--- src/rtl/fp16_systolic_result_drain.sv ---
// fp16_systolic_result_drain
//   Reader-side counterpart of the FP16 systolic array. Captures the skewed
//   result_row bus (lane i of row k arrives one cycle after lane i-1), de-skews
//   it into ROWS aligned words, then streams them out over valid/ready.
// Ports:
//   clk, rst       clock (rising edge), asynchronous active-high reset
//   start          job request, sampled only when idle
//   result_row     skewed array output, lane i = result_row[i*DW +: DW]
//   out_valid/out_ready/out_data/out_last   de-skewed row stream
//   busy           job in progress
//   done           one-cycle pulse after the last row transfers
//   start_dropped  one-cycle pulse when start arrives while busy
module fp16_systolic_result_drain #(
  parameter int unsigned LANES   = 8,
  parameter int unsigned DW      = 16,
  parameter int unsigned ROWS    = 8,
  parameter int unsigned LATENCY = 4
) (
  input  logic                clk,
  input  logic                rst,
  input  logic                start,
  input  logic [LANES*DW-1:0] result_row,
  output logic                out_valid,
  input  logic                out_ready,
  output logic [LANES*DW-1:0] out_data,
  output logic                out_last,
  output logic                busy,
  output logic                done,
  output logic                start_dropped
);

  localparam int unsigned W      = LANES * DW;
  localparam int unsigned LAST_C = ROWS + LANES - 2;
  localparam int unsigned CNT_W  = $clog2(LAST_C + LATENCY + 1);
  localparam int unsigned RD_W   = (ROWS > 1) ? $clog2(ROWS) : 1;

  typedef enum logic [1:0] {IDLE, WAIT, CAPTURE, DRAIN} state_t;

  state_t           state;
  logic [CNT_W-1:0] cnt;
  logic [RD_W-1:0]  rd;
  logic [W-1:0]     row_buf [ROWS];
  logic [W-1:0]     row0_merged;

  // Row 0 including the lane landing this cycle; only differs from row_buf[0]
  // when ROWS==1 and the final capture completes row 0.
  always_comb begin
    row0_merged = row_buf[0];
    for (int i = 0; i < int'(LANES); i++) begin
      if (int'(cnt) == i) begin
        row0_merged[i*DW +: DW] = result_row[i*DW +: DW];
      end
    end
  end

  // Skew removal: at capture count c, lane i belongs to row c-i.
  always_ff @(posedge clk) begin
    if (state == CAPTURE) begin
      for (int i = 0; i < int'(LANES); i++) begin
        if (int'(cnt) >= i && int'(cnt) - i < int'(ROWS)) begin
          row_buf[RD_W'(int'(cnt) - i)][i*DW +: DW] <= result_row[i*DW +: DW];
        end
      end
    end
  end

  // Job sequencing and registered stream outputs.
  always_ff @(posedge clk or posedge rst) begin
    if (rst) begin
      state         <= IDLE;
      cnt           <= '0;
      rd            <= '0;
      out_valid     <= 1'b0;
      out_data      <= '0;
      out_last      <= 1'b0;
      busy          <= 1'b0;
      done          <= 1'b0;
      start_dropped <= 1'b0;
    end else begin
      done          <= 1'b0;
      start_dropped <= 1'b0;
      case (state)
        IDLE: begin
          if (start) begin
            cnt  <= '0;
            busy <= 1'b1;
            if (LATENCY == 1) state <= CAPTURE;
            else              state <= WAIT;
          end
        end
        WAIT: begin
          start_dropped <= start;
          if (int'(cnt) == int'(LATENCY) - 2) begin
            cnt   <= '0;
            state <= CAPTURE;
          end else begin
            cnt <= cnt + CNT_W'(1);
          end
        end
        CAPTURE: begin
          start_dropped <= start;
          if (int'(cnt) == int'(LAST_C)) begin
            state     <= DRAIN;
            cnt       <= '0;
            rd        <= '0;
            out_valid <= 1'b1;
            out_data  <= row0_merged;
            out_last  <= (ROWS == 1);
          end else begin
            cnt <= cnt + CNT_W'(1);
          end
        end
        DRAIN: begin
          start_dropped <= start;
          if (out_ready) begin
            if (out_last) begin
              state     <= IDLE;
              rd        <= '0;
              out_valid <= 1'b0;
              out_data  <= '0;
              out_last  <= 1'b0;
              busy      <= 1'b0;
              done      <= 1'b1;
            end else begin
              rd       <= rd + RD_W'(1);
              out_data <= row_buf[rd + RD_W'(1)];
              out_last <= (int'(rd) + 2 == int'(ROWS));
            end
          end
        end
        default: state <= IDLE;
      endcase
    end
  end

endmodule

--- config.mk ---
export PLATFORM = sky130hd
export DESIGN_NAME = fp16_systolic_result_drain
export DESIGN_NICKNAME = d
export VERILOG_FILES = /design/src/rtl/fp16_systolic_result_drain.sv
export SDC_FILE = /design/constraint.sdc
export NUM_CORES = 1
export LEC_CHECK = 0
export ABC_AREA = 0
export CAP_MARGIN = 30
export CORE_MARGIN = 2
export CORE_UTILIZATION = 60
export CTS_BUF_LIST = sky130_fd_sc_hd__clkbuf_8
export DETAILED_ROUTE_END_ITERATION = 8
export PLACE_DENSITY = 0.91
export REMOVE_ABC_BUFFERS = 1
export SLEW_MARGIN = 10
export SYNTH_ARGS = -nofsm -noshare
export SYNTH_HDL_FRONTEND = slang
export SYNTH_SLANG_ARGS = --single-unit
--- constraint.sdc ---
create_clock -name clk -period 7.8 [get_ports clk]
set_input_delay 1.56 -clock clk [delete_from_list [all_inputs] [get_ports clk]]
set_output_delay 1.56 -clock clk [all_outputs]
set_load 0.05 [all_outputs]
==> out/metrics.yaml <==
rows: 101
cts-root-buf: "clkbuf_8"
worstSetupPathType: "flip-flop to flip-flop"
synthAdderAreaFrac: 0.00405
synth_flop_cell: "edfxtp_1"
initialDrtViolationCount: 2599
p_int_mw: 13.0
end_kind: "flip-flop"
cpMaxStageDelayCell: "dfrtp_4"
drc_errors: 0
ys_warn_count: 0
dp_worst_setup_slack_ps: 3660
postSynthAreaPerCell_um2: 20.0
fp.dieH_um: 282
cts_max_level: 4
synth_compound_area_frac: 0.0683
synth-edff-count: 1024
cts_max_path_buffers: 3
dr_total_vias: 25293
arrival_ps: 4740
critical_path.cell_chain: "inv_1, ha_4, buf_16, buf_4, mux4_2, a22o_1, o22a_1"
synthToLayoutAreaGrowth_pct: 17.1
drt-total-wl_um: 110000
synthMostInstantiatedCell: "edfxtp_1"
cp-start-kind: "flip-flop"
setup_viol: 0
numCtsBuffers: 177
first_global_vias: 26597
cp_data_required_time_ps: 8500
cp_max_fo: 64
muxShareOfSynthArea: 0.153
p_per_area_nw_per_um2: 368
place_congestion: 0.828
fillers: 4340
p_leak_nw: 18.7
p_sw_frac: 0.350
finalCriticalPeriod_ps: 4040
synth_top_cell_area_share: 0.663
hold_buffers: 0
yosysTopAreaCell: "edfxtp_1"
drive_above_1_share: 0.222
tightest_slew_ps: 1030
yosys_register_bits: 1167
status: "finished clean"
syn-instance-count: 2316
grt_pass1_wl_um: 163000
cpPeakStageDelay_ps: 970
port_buffers: 264
grt_overflow: 0
p_clk_frac: 0.248
cts_setup_buffers: 0
nNetsFinal: 2847
synth_cell_types: 47
combPwrFrac: 0.363
maxSlewHeadroom: 0.312
synth_top_family_by_area: "multiplexers"
cap_violations: 0
seq_area_frac_synth: 0.741
vias_per_cell: 6.49
ir_drop_uv: 443
clock-sinks: 1167
netlist_area_um2: 46300
grt_usage: 0.281
min_path_type: "flip-flop to flip-flop"
hold_viol: 0
ioPinCount: 265
p_sw_mw: 6.99
final_antenna_net_count: 0
synthTopCellsByCount: "1024 x edfxtp_1, 256 x mux4_2, 143 x dfrtp_1"
fmaxAchievable_ghz: 0.248
synthArstFlopShare: 0.123
post-route-util: 0.712
clock_skew_ps: 32.0
wl_per_cell_um: 28.1
dieArea_um2: 79500
rsz0062_at_grt: "false"
cts_resized: 0
core-area_um2: 76200
clkTransAtPathRegs_ps: 60
place_hpwl_um: 62600
setup_ws_ps: 3760
grt_max_degree: 179
die_w_um: 282
final_max_slew_viol_count: 0
first_pass_iters: 7
antenna_found_initial: 29
start_util: 0.608
seq_power_share: 0.389
synthSimpleGateAreaFrac: 0.0150
synth_area_leaders: "edfxtp_1 66%, mux4_2 12%, dfrtp_1 7.7%"
synth_xor_area_frac: 0.000945
tritoncts: "done"
period_share: 0.518
clock_latency_ps: 820
## cell type report
class	count	area [µm²]	area share
antenna	21	52.6	0.000968
clock buffer	202	2780	0.0512
clock inverter	126	781	0.0144
inverter	14	57.6	0.00106
multi-input combinational	978	11400	0.211
sequential	1167	34300	0.633
tap	1030	1290	0.0237
timing repair buffer	362	3550	0.0654
## registers in the layout (all words and copies together), names as in the netlist
signal	flops
row_buf	1024
out_valid	1
cnt	5
start_dropped	1
state	2
rd	3
out_last	1
out_data	128
done	1
busy	1
## power groups by stage
stage,combinational (mW),sequential [mW],clock [mW]
2_1_floorplan,4.61,9.09,0
3_3_place_gp,6.91,7.85,0
3_5_place_dp,7.20,7.88,0
4_1_cts,7.24,7.76,5.03
5_1_grt,7.62,7.81,5.29
6_report,7.25,7.76,4.96
## cell families after synthesis
family | after synthesis
XOR/XNOR | 5
multiplexers | 389
flip-flops | 1167
AO/OA/AOI/OAI | 428
adder cells (fa/ha/maj) | 15
buffers and inverters | 171
AND/OR/NAND/NOR | 141
## per-layer routing
layer / GRT usage / routed length [µm]
met1: 0.359 / 39800
met2: 0.465 / 56400
met3: 0.0668 / 9640
met4: 0.124 / 3740
met5: 0 / 157
## final timing paths
check | slack [ps] | endpoint | from | depth (start not counted)
worst max-delay path | 3760 | out_data[110]$_DFFE_PP0P_ | rd[0]$_DFFE_PP0P_ | 7
worst min-delay path | 510 | out_data[8]$_DFFE_PP0P_ | out_data[8]$_DFFE_PP0P_ | 1
worst max register to register | 3760 | out_data[110]$_DFFE_PP0P_ | rd[0]$_DFFE_PP0P_ | 7
worst min register to register | 510 | out_data[8]$_DFFE_PP0P_ | out_data[8]$_DFFE_PP0P_ | 1
max in group asynchronous | 5160 | rd[0]$_DFFE_PP0P_ | rst | 3
min in group asynchronous | 1200 | out_data[126]$_DFFE_PP0P_ | rst | 2
## critical path: cells and delay by family, from the launching register on
kind,cells,cell delay [ps]
AO/OA/AOI/OAI,2,430
adder cells (fa/ha/maj),1,710
buffers and inverters,3,1300
flip-flops,1,970
multiplexers,1,420
## cells in the final DEF (no fill, tap or decap), types with 12 or more instances in the layout
| cell | netlist | routed |
|---|---|---|
| inv_1 | 14 | 73 |
| dfrtp_1 | 143 | 142 |
| clkinv_2 | 0 | 26 |
| nor2_1 | 46 | 46 |
| o21ai_1 | 26 | 26 |
| nand2_1 | 26 | 26 |
| ha_1 | 15 | 13 |
| nand3b_1 | 12 | 12 |
| mux2i_1 | 132 | 132 |
| o21ai_0 | 118 | 118 |
| a22o_1 | 127 | 127 |
| edfxtp_1 | 1024 | 1024 |
| clkdlybuf4s50_1 | 0 | 264 |
| diode_2 | 0 | 21 |
| mux4_2 | 256 | 256 |
| o22a_1 | 127 | 127 |
| clkbuf_8 | 0 | 202 |
| clkinv_1 | 0 | 23 |
| nor4_2 | 0 | 16 |
| buf_4 | 7 | 82 |
## through the flow
stage / cell area (µm²) / hold slack, ps / cells / power (mW) / TNS [ps]
global route: 54300 / 527 / 3895 / 20.7 / 0
finish: 54300 / 505 / 3900 / 20.0 / 0
floorplan: 45600 / 488 / 2159 / 13.7 / -1124240
global placement: 50400 / 489 / 3536 / 14.8 / 0
detailed placement: 50500 / 497 / 3543 / 15.1 / 0
CTS: 54100 / 510 / 3871 / 20.0 / 0
Power figures use the tool's default switching activity.
